$ cat src/rtl/simd_pkg.sv
// Shared defaults and drain FSM encoding for the SIMD result path.
// Latency: n/a (types and constants only).
// Backpressure: n/a.
package simd_pkg;

    localparam int SIMD_DATA_WIDTH  = 32;
    localparam int SIMD_PE_ELEMENTS = 4;

    typedef enum logic [2:0] {
        ST_IDLE     = 3'd0,
        ST_READ     = 3'd1,
        ST_CAPTURE  = 3'd2,
        ST_SEND     = 3'd3,
        ST_FINISH   = 3'd4,
        ST_CHECKSUM = 3'd5
    } drain_state_t;

    // Width of an index over n items; never zero so single-element rows still get a 1-bit index.
    function automatic int idx_width(input int n);
        return (n > 1) ? $clog2(n) : 1;
    endfunction

endpackage

$ cat src/rtl/result_drain_if.sv
// Valid/ready word stream leaving the result drain.
// Latency: n/a (wires only).
// Backpressure: master holds m_data/m_valid/m_last while m_valid && !m_ready.
interface result_drain_if import simd_pkg::*; #(
    parameter int DATA_WIDTH = SIMD_DATA_WIDTH
);
    logic [DATA_WIDTH-1:0] m_data;
    logic                  m_valid;
    logic                  m_ready;
    logic                  m_last;

    modport master (output m_data, output m_valid, output m_last, input m_ready);
    modport slave  (input m_data, input m_valid, input m_last, output m_ready);
endinterface

$ cat src/rtl/result_drain_row_serializer.sv
// Holds one captured result row and streams its elements, element 0 first.
// Latency: first element valid the cycle after i_load; one element per accepted cycle.
// Backpressure: element index and output word freeze while o_valid && !i_ready.
module row_serializer import simd_pkg::*; #(
    parameter int DATA_WIDTH  = SIMD_DATA_WIDTH,
    parameter int PE_ELEMENTS = SIMD_PE_ELEMENTS
) (
    input  logic                              clk,
    input  logic                              rst,
    input  logic                              i_load,
    input  logic [PE_ELEMENTS*DATA_WIDTH-1:0] i_row,
    input  logic                              i_last_row,
    input  logic                              i_ready,
    output logic [DATA_WIDTH-1:0]             o_data,
    output logic                              o_valid,
    output logic                              o_last,
    output logic                              o_row_done
);
    localparam int                 IDX_W    = idx_width(PE_ELEMENTS);
    localparam logic [IDX_W-1:0]   LAST_IDX = IDX_W'(PE_ELEMENTS - 1);

    logic [DATA_WIDTH-1:0] r_buf [PE_ELEMENTS];
    logic [IDX_W-1:0]      r_idx;
    logic                  r_valid;
    logic                  r_last_row;

    logic w_accept;
    logic w_at_last;

    assign w_accept  = r_valid & i_ready;
    assign w_at_last = (r_idx == LAST_IDX);

    // Capture a full row on load, then step the element index on each accepted word.
    always_ff @(posedge clk) begin
        if (rst) begin
            for (int e = 0; e < PE_ELEMENTS; e++) r_buf[e] <= '0;
            r_idx      <= '0;
            r_valid    <= 1'b0;
            r_last_row <= 1'b0;
        end else if (i_load) begin
            for (int e = 0; e < PE_ELEMENTS; e++) r_buf[e] <= i_row[e*DATA_WIDTH +: DATA_WIDTH];
            r_idx      <= '0;
            r_valid    <= 1'b1;
            r_last_row <= i_last_row;
        end else if (w_accept) begin
            if (w_at_last) r_valid <= 1'b0;
            else           r_idx   <= r_idx + IDX_W'(1);
        end
    end

    assign o_data     = r_buf[r_idx];
    assign o_valid    = r_valid;
    assign o_last     = r_valid & r_last_row & w_at_last;
    assign o_row_done = w_accept & w_at_last;

endmodule

$ cat src/rtl/result_drain.sv
// Drains rows from the result RAM and streams them out element by element.
// Latency: PE_ELEMENTS+2 cycles per row at full throughput; done one cycle after the final word.
// Backpressure: m_ready low stalls the current word; RAM reads wait until the row is sent.
// Optional: define RESULT_DRAIN_CHECKSUM_EN to append a modulo-2^DATA_WIDTH sum word carrying m_last.
module result_drain import simd_pkg::*; #(
    parameter int DATA_WIDTH      = SIMD_DATA_WIDTH,
    parameter int PE_ELEMENTS     = SIMD_PE_ELEMENTS,
    parameter int DRAM_DEPTH      = 256,
    parameter int DRAM_ADDR_WIDTH = $clog2(DRAM_DEPTH)
) (
    input  logic                              clk,
    input  logic                              rst,
    input  logic                              start,
    input  logic [DRAM_ADDR_WIDTH-1:0]        base_addr,
    input  logic [DRAM_ADDR_WIDTH:0]          row_count,
    output logic [DRAM_ADDR_WIDTH-1:0]        ram_result_read_addr,
    output logic                              ram_result_rd_en,
    input  logic [PE_ELEMENTS*DATA_WIDTH-1:0] ram_result_read_data,
    result_drain_if.master                    m_if,
    output logic                              busy,
    output logic                              done
);
    localparam logic [DRAM_ADDR_WIDTH:0]   ONE_ROW   = 1;
    localparam logic [DRAM_ADDR_WIDTH-1:0] ONE_ADDR  = 1;
    localparam logic [DRAM_ADDR_WIDTH-1:0] LAST_ADDR = DRAM_ADDR_WIDTH'(DRAM_DEPTH - 1);
`ifdef RESULT_DRAIN_CHECKSUM_EN
    localparam drain_state_t TAIL_STATE = ST_CHECKSUM;
`else
    localparam drain_state_t TAIL_STATE = ST_FINISH;
`endif

    drain_state_t               r_state;
    logic [DRAM_ADDR_WIDTH-1:0] r_addr;
    logic [DRAM_ADDR_WIDTH:0]   r_rows;

    logic [DATA_WIDTH-1:0]      w_ser_dat;
    logic                       w_ser_vld;
    logic                       w_ser_last;
    logic                       w_row_done;
    logic                       w_final_row;
    logic                       w_last_row;
    logic [DRAM_ADDR_WIDTH-1:0] w_next_addr;

    assign w_final_row = (r_rows == ONE_ROW);
    assign w_next_addr = (r_addr == LAST_ADDR) ? '0 : r_addr + ONE_ADDR;
`ifdef RESULT_DRAIN_CHECKSUM_EN
    assign w_last_row  = 1'b0;   // the checksum word carries m_last instead
`else
    assign w_last_row  = w_final_row;
`endif

    // Drain sequencing: read a row, capture it, stream it, repeat until the row count is exhausted.
    always_ff @(posedge clk) begin
        if (rst) begin
            r_state <= ST_IDLE;
            r_addr  <= '0;
            r_rows  <= '0;
        end else begin
            case (r_state)
                ST_IDLE: begin
                    if (start) begin
                        if (row_count != '0) begin
                            r_addr  <= base_addr;
                            r_rows  <= row_count;
                            r_state <= ST_READ;
                        end else begin
                            r_state <= TAIL_STATE;
                        end
                    end
                end
                ST_READ:    r_state <= ST_CAPTURE;
                ST_CAPTURE: r_state <= ST_SEND;
                ST_SEND: begin
                    if (w_row_done) begin
                        r_rows  <= r_rows - ONE_ROW;
                        r_addr  <= w_next_addr;
                        r_state <= w_final_row ? TAIL_STATE : ST_READ;
                    end
                end
`ifdef RESULT_DRAIN_CHECKSUM_EN
                ST_CHECKSUM: if (m_if.m_ready) r_state <= ST_FINISH;
`endif
                ST_FINISH:  r_state <= ST_IDLE;
                default:    r_state <= ST_IDLE;
            endcase
        end
    end

    row_serializer #(
        .DATA_WIDTH  (DATA_WIDTH),
        .PE_ELEMENTS (PE_ELEMENTS)
    ) u_ser (
        .clk        (clk),
        .rst        (rst),
        .i_load     (r_state == ST_CAPTURE),
        .i_row      (ram_result_read_data),
        .i_last_row (w_last_row),
        .i_ready    (m_if.m_ready),
        .o_data     (w_ser_dat),
        .o_valid    (w_ser_vld),
        .o_last     (w_ser_last),
        .o_row_done (w_row_done)
    );

`ifdef RESULT_DRAIN_CHECKSUM_EN
    logic [DATA_WIDTH-1:0] r_sum;
    logic                  w_in_cksum;

    assign w_in_cksum = (r_state == ST_CHECKSUM);

    // Running sum of every accepted data word, cleared when a new drain is accepted.
    always_ff @(posedge clk) begin
        if (rst)                              r_sum <= '0;
        else if (r_state == ST_IDLE && start) r_sum <= '0;
        else if (w_ser_vld && m_if.m_ready)   r_sum <= r_sum + w_ser_dat;
    end

    assign m_if.m_data  = w_in_cksum ? r_sum : w_ser_dat;
    assign m_if.m_valid = w_ser_vld | w_in_cksum;
    assign m_if.m_last  = w_ser_last | w_in_cksum;
`else
    assign m_if.m_data  = w_ser_dat;
    assign m_if.m_valid = w_ser_vld;
    assign m_if.m_last  = w_ser_last;
`endif

    assign ram_result_read_addr = r_addr;
    assign ram_result_rd_en     = (r_state == ST_READ);
    assign busy                 = (r_state != ST_IDLE);
    assign done                 = (r_state == ST_FINISH);

endmodule

$ cat src/flat_wrapper.sv
// flat-port wrapper written by rule: the top's interface ports become plain ports
module result_drain_flat import simd_pkg::*;
#(
    parameter int DATA_WIDTH      = SIMD_DATA_WIDTH,
    parameter int PE_ELEMENTS     = SIMD_PE_ELEMENTS,
    parameter int DRAM_DEPTH      = 256,
    parameter int DRAM_ADDR_WIDTH = $clog2(DRAM_DEPTH)
)
  (clk, rst, start, base_addr, row_count, ram_result_read_addr, ram_result_rd_en, ram_result_read_data, busy, done, m_if_m_data, m_if_m_valid, m_if_m_last, m_if_m_ready);
  result_drain_if #(.DATA_WIDTH(DATA_WIDTH)) m_if_i ();
  input  logic clk;
  input  logic rst;
  input  logic start;
  input  logic [DRAM_ADDR_WIDTH-1:0] base_addr;
  input  logic [DRAM_ADDR_WIDTH:0] row_count;
  output logic [DRAM_ADDR_WIDTH-1:0] ram_result_read_addr;
  output logic ram_result_rd_en;
  input  logic [PE_ELEMENTS*DATA_WIDTH-1:0] ram_result_read_data;
  output logic busy;
  output logic done;
  output wire logic [$bits(m_if_i.m_data)-1:0] m_if_m_data;
  output wire logic [$bits(m_if_i.m_valid)-1:0] m_if_m_valid;
  output wire logic [$bits(m_if_i.m_last)-1:0] m_if_m_last;
  input wire logic [$bits(m_if_i.m_ready)-1:0] m_if_m_ready;
  assign m_if_m_data = m_if_i.m_data;
  assign m_if_m_valid = m_if_i.m_valid;
  assign m_if_m_last = m_if_i.m_last;
  assign m_if_i.m_ready = m_if_m_ready;
  result_drain #(.DATA_WIDTH(DATA_WIDTH), .PE_ELEMENTS(PE_ELEMENTS), .DRAM_DEPTH(DRAM_DEPTH), .DRAM_ADDR_WIDTH(DRAM_ADDR_WIDTH)) u_core (.clk(clk), .rst(rst), .start(start), .base_addr(base_addr), .row_count(row_count), .ram_result_read_addr(ram_result_read_addr), .ram_result_rd_en(ram_result_rd_en), .ram_result_read_data(ram_result_read_data), .m_if(m_if_i), .busy(busy), .done(done));
endmodule
$ cat config.mk
export PLATFORM = sky130hd
export DESIGN_NAME = result_drain_flat
export DESIGN_NICKNAME = d
export VERILOG_FILES = /design/src/rtl/simd_pkg.sv /design/src/rtl/result_drain_if.sv /design/src/rtl/result_drain_row_serializer.sv /design/src/rtl/result_drain.sv /design/src/flat_wrapper.sv
export SDC_FILE = /design/constraint.sdc
export NUM_CORES = 1
export LEC_CHECK = 0
export CAP_MARGIN = 10
export CELL_PAD_IN_SITES_DETAIL_PLACEMENT = 1
export CELL_PAD_IN_SITES_GLOBAL_PLACEMENT = 1
export CORE_ASPECT_RATIO = 0.8
export CORE_MARGIN = 4
export CORE_UTILIZATION = 31
export CTS_CLUSTER_DIAMETER = 80
export CTS_CLUSTER_SIZE = 24
export DETAILED_ROUTE_END_ITERATION = 12
export DONT_BUFFER_PORTS = 1
export GPL_ROUTABILITY_DRIVEN = 0
export PLACE_DENSITY = 0.63
export SYNTH_ARGS = -nofsm -noshare
export SYNTH_HDL_FRONTEND = slang
export SYNTH_SLANG_ARGS = --single-unit
$ cat constraint.sdc
create_clock -name clk -period 9.8 [get_ports clk]
set_input_delay 0.98 -clock clk [delete_from_list [all_inputs] [get_ports clk]]
set_output_delay 0.98 -clock clk [all_outputs]
set_load 0.05 [all_outputs]
== Yosys cells after proc, flatten, opt, wreduce, memory -nomap -nowiden ==
Memories as Yosys holds them, arrays and structs flattened. A register that Yosys moved wholly into a read port is not among the register bits.
Index checks and enable logic that the tools add are counted.
W data, S select, Z words.

* Register bits: 24
* Bits in latches: 0
* Bits in writable memories: 128
* Memory bits (read-only): 0
* Bits of input ports: 149
* Output and inout bits: 45
* Word-level logic and storage cells: 68
* Memories kept: 1

{| class="wikitable"
|+ Memory list
! memory !! depth !! width !! read ports !! clocked after Yosys merged registers in !! wr ports !! line !! RTL
|-
| u_core.u_ser.r_buf || 4 || 32 || 1 || 1 || 4 || result_drain_row_serializer.sv:22 || <nowiki>logic [DATA_WIDTH-1:0] r_buf [PE_ELEMENTS];</nowiki>
|}

* Add/subtract/negate cells: 3
* Multiply operators: 0
* Div/mod/pow operators: 0
* Order comparisons: 0
* Eq/ne operators: 10
* Shifts and indexed selects: 0
* Muxes and demuxes: 28
* Bitwise logic cells: 9
* Reduce and logical (&&, ||, !) cells: 11

{| class="wikitable"
|+ Operators with widths
! cell !! count
|-
| $mux W32 || 4
|-
| $mux W8 || 4
|-
| $mux W9 || 3
|-
| $pmux W9 S2 || 1
|-
| $pmux W8 S2 || 1
|-
| $mux W3 || 4
|-
| $pmux W3 S4 || 1
|-
| $eq A9 B1 Y1 const B || 1
|-
| $reduce_bool A9 Y1 || 1
|-
| $sub A9 B1 Y9 const B || 1
|-
| $add A8 B1 Y8 const B || 1
|-
| $eq A8 B8 Y1 const B || 1
|-
| $mux W1 || 8
|-
| $eq A3 B2 Y1 const B || 2
|-
| $reduce_and A2 Y1 || 3
|-
| $reduce_bool A2 Y1 || 3
|-
| $and A1 B1 Y1 || 4
|-
| $mux W2 || 2
|-
| $ne A2 B2 Y1 const B || 2
|-
| $or A1 B1 Y1 || 4
|-
| $reduce_and A4 Y1 || 1
|-
| $eq A3 B1 Y1 const B || 1
|-
| $eq A3 B3 Y1 const B || 1
|-
| $logic_not A3 Y1 || 1
|-
| 6 further kinds || 6
|}

== Logic depth before layout (Yosys ltp) ==
* Depth in word-level cells: 5
* Depth in mapped cells: 7
* Depth with buffers taken out: 6

== Modules after synthesis ==
From an unflattened synthesis, not the netlist that was laid out.

* Cell total of the unflattened synthesis: 504
* Area, all modules: 7313.3 µm²

{| class="wikitable"
|+ Modules (own cells, without submodules)
! module !! instances !! cells an instance !! area each (µm²)
|-
| row_serializer || 1 || 332 || 5894.4
|-
| result_drain || 1 || 172 || 1418.9
|}

== Least setup slack after synthesis ==
No wires, ideal clock.

* Path kind: in2reg
* Start: in rst
* End: mem u_core.u_ser.r_buf[0][0] (netlist name), enable pin
* Library setup time: 1128 ps
* Arrival: 3665 ps
* Data required time: 8672 ps
* Path slack: 5007 ps
* Stages on the path: 4
* Path through: buf_2 inv_1 clkbuf_1 nand2_1

{| class="wikitable"
|+ RTL lines
! item !! line !! RTL
|-
| start, declared || flat_wrapper.sv:12 || <nowiki>input logic rst;</nowiki>
|-
| end, declared || result_drain_row_serializer.sv:22 ||
|}

==> run summary <==
I/O pins: 194
# Max-Cap Violations: 0
Ys Warns: 0
Crit-path max cell delay: 800 ps
Setup-failing EPs final: 0
FF+latch count, synth: 154
Post-synthesis cell area: 0.00714 sq mm
Post-CTS Hold Fix Bufs: 0
Post-synth top cells: 128 x edfxtp_1, 112 x and3_1, 32 x mux4_2
Hold Path Origin: u_core.r_rows[6]$_SDFFE_PP0P_
Post-layout worst setup margin: 6660 ps
Layout area overhead: 11.5%
Crit-path max FO: 30
Outcome: finished, final reports clean
Final min period: 3140 ps
Final Cell Area: 0.00796 sq mm
Port bufs: 0
Latest clock arrival within the worst-skew pair: 420 ps
Sequential area share after synthesis: 61.1%
Fin cells: 817
Syn nets: 672
Pin count of the biggest net entering global routing: 114
Period Utilization, post-route: 32.0%
Max Fclk: 318 MHz
Crit Path Class: reg2out
Die height: 144 microns
Worst-margin pin slew: 1060 ps
First-pass GRT wire length: 28,400 microns
Syn Area/Cell: 13.8 sq um
Fin Hold WS: 490 ps
Dpl cells: 784
Hpwl dp: 12,500 microns
Overflow after GRT: 0
Cell Rows: 49
Antenna violations before repair: 1
Synth Flop Type: edfxtp_1
DRC violations left: 0
Leak pwr: 3.10 nW
DR vias: 4,484
Die ar.: 0.0255 sq mm
Vias in the first global route: 4,736
Count leader, synth: edfxtp_1
Largest family of logic cells by synthesized area: simple AND/OR/NAND/NOR gates
Largest cells by area after synthesis: edfxtp_1 54%, mux4_2 10%, and3_1 9.8%
Critical Path AT: 2160 ps
Core area: 0.0226 sq mm
PwrDens: 260 mW/mm^2
Max Slew Vio Count: 0
Final worst clock skew: 11.9 ps
Compound-Gate Fraction of Synth Area: 6.57%
R2r setup slk: 7080 ps
Hold Crit Class: reg2reg
Post-synth EDFFs: 128
Critical Path End Type: output pin
Die width: 178 microns
# nets final: 650
Yosys cell types: 54
Clk sinks: 154
Power, Total: 2.07 mW
Setup TNS Final: 0 ps
Share of layout cells above drive strength 1: 17.6%
FF+latch area: 0.00437 sq mm
Average wire per standard cell: 23.2 microns
Adder-cell share of the synthesized area: 0.701%
Worst Hold End: u_core.r_rows[6]$_SDFFE_PP0P_
CTS Root Cell: clkbuf_16
Remaining antenna violation count after routing: 0
Global-route usage over all layers: 14.6%
Vias/cell: 5.49
CTS resizes: 0
Synth Area in XOR/XNOR: 0.123%
RSZ-0062 raised after global routing: false
Slew margin rel.: 29.6%
Worst-path cell chain: buf_4, mux4_2
Num CTS Buffers: 17
Clock-pin transition on the worst setup and hold timing paths: 70 ps
Final hold vios: 0
CP max stage cell: mux4_2
Startpoint Class: flip-flop
Fillers: 2,408
Asr flop ratio synth: 0%
TritonCTS clock tree: yes
Synth Area in Simple Gates: 17.7%
Initial DRC Count: 380
Placement Cell Area: 0.00737 sq mm
Mux cell area share after synthesis: 10.4%
Postcts setup bufs: 0
Synth top area share: 53.8%
Final WL: 18,900 microns
Peak supply drop: 0.120 mV
WP data required: 8820 ps
Reg-to-reg critical path startpoint: u_core.r_state[1]$_SDFFE_PP0P_
Initial core utilization: 31.7%
H-tree level count: 4
Post-place setup slack: 6270 ps
FF-to-FF End: u_core.u_ser.r_buf[0][10]$_SDFFCE_PN0P_
Post-layout util: 35.3%
CTS Buffer Depth: 2
Worst Reg-to-Reg Cells: 3
Worst hold stages: 2
Dominant cell type by area after synthesis: edfxtp_1
Synth Instances: 519
DR pass1 iterations: 4
Multi-input gate area: 0.00255 sq mm
-- flip-flops by register name, indices dropped and copies added, names as in the netlist, named ones only --
| register | flops |
|---|---|
| u_core.u_ser.r_buf | 128 |
| u_core.u_ser.o_valid | 1 |
| u_core.u_ser.r_last_row | 1 |
| u_core.u_ser.r_idx | 2 |
| u_core.r_state | 3 |
| u_core.ram_result_read_addr | 8 |
| u_core.r_rows | 9 |
-- cell type report --
class,count,area share (%)
sequential,154,54.9
timing repair buffer,6,0.566
clock inverter,15,2.00
antenna,1,0.0314
multi-input combinational,310,32.0
clock buffer,17,5.34
inverter,8,0.377
tap,306,4.81
-- critical path: cells and delay by family, from the launching register on --
kind     cells  cell delay, ps
buf+inv      1             570
mux          1             800
flops        1             370
-- per-layer routing --
layer  up-vias  global-route usage [%]  share of wire [%]
li1       1990                       -                  -
met1      2344                    18.4                 42
met2       132                    24.6                 51
met3        18                    4.26                5.9
met4         0                    3.95                1.3
met5         -                       0                  0
-- placed cells by master, fill, tap and decap left out, types with 6 or more instances in the layout --
cell / instances
buf_4: 6
and3_1: 112
dfxtp_1: 24
inv_1: 7
nand3_1: 8
a21oi_1: 20
mux4_2: 32
clkbuf_16: 17
nand2_1: 17
and2_1: 24
nor2_1: 14
nor3_1: 6
edfxtp_1: 128
o32ai_1: 7
-- report_power, final --
part	switching, mW	internal (mW)
clock network	0.310	0.344
logic	0.340	0.132
registers	0.0848	0.860
-- logic make-up (layout without fill, tap and decap cells) --
logic type / Yosys count / in the layout
AOI/OAI and AO/OA: 62 / 62
adders and majority gates: 4 / 4
xor gates and xnor gates: 1 / 1
other: 0 / 1
DFF: 154 / 154
buffers and inverters: 55 / 46
and+or+nand+nor: 209 / 209
muxes: 34 / 34
-- how the worst max path moves through the flow --
stage / startpoint / slack (ps) / to
3_3_place_gp: rst / 6410 / u_core.u_ser.r_buf[0][27]$_SDFFCE_PN0P_
2_1_floorplan: rst / 5010 / u_core.u_ser.r_buf[0][0]$_SDFFCE_PN0P_
5_1_grt: rst / 6500 / u_core.u_ser.r_buf[2][9]$_SDFFCE_PN0P_
6_report: flip-flop / 6660 / m_if_m_data[31]
4_1_cts: flip-flop / 6560 / m_if_m_data[31]
3_5_place_dp: rst / 6270 / u_core.u_ser.r_buf[0][27]$_SDFFCE_PN0P_
Power figures use the tool's default switching activity.
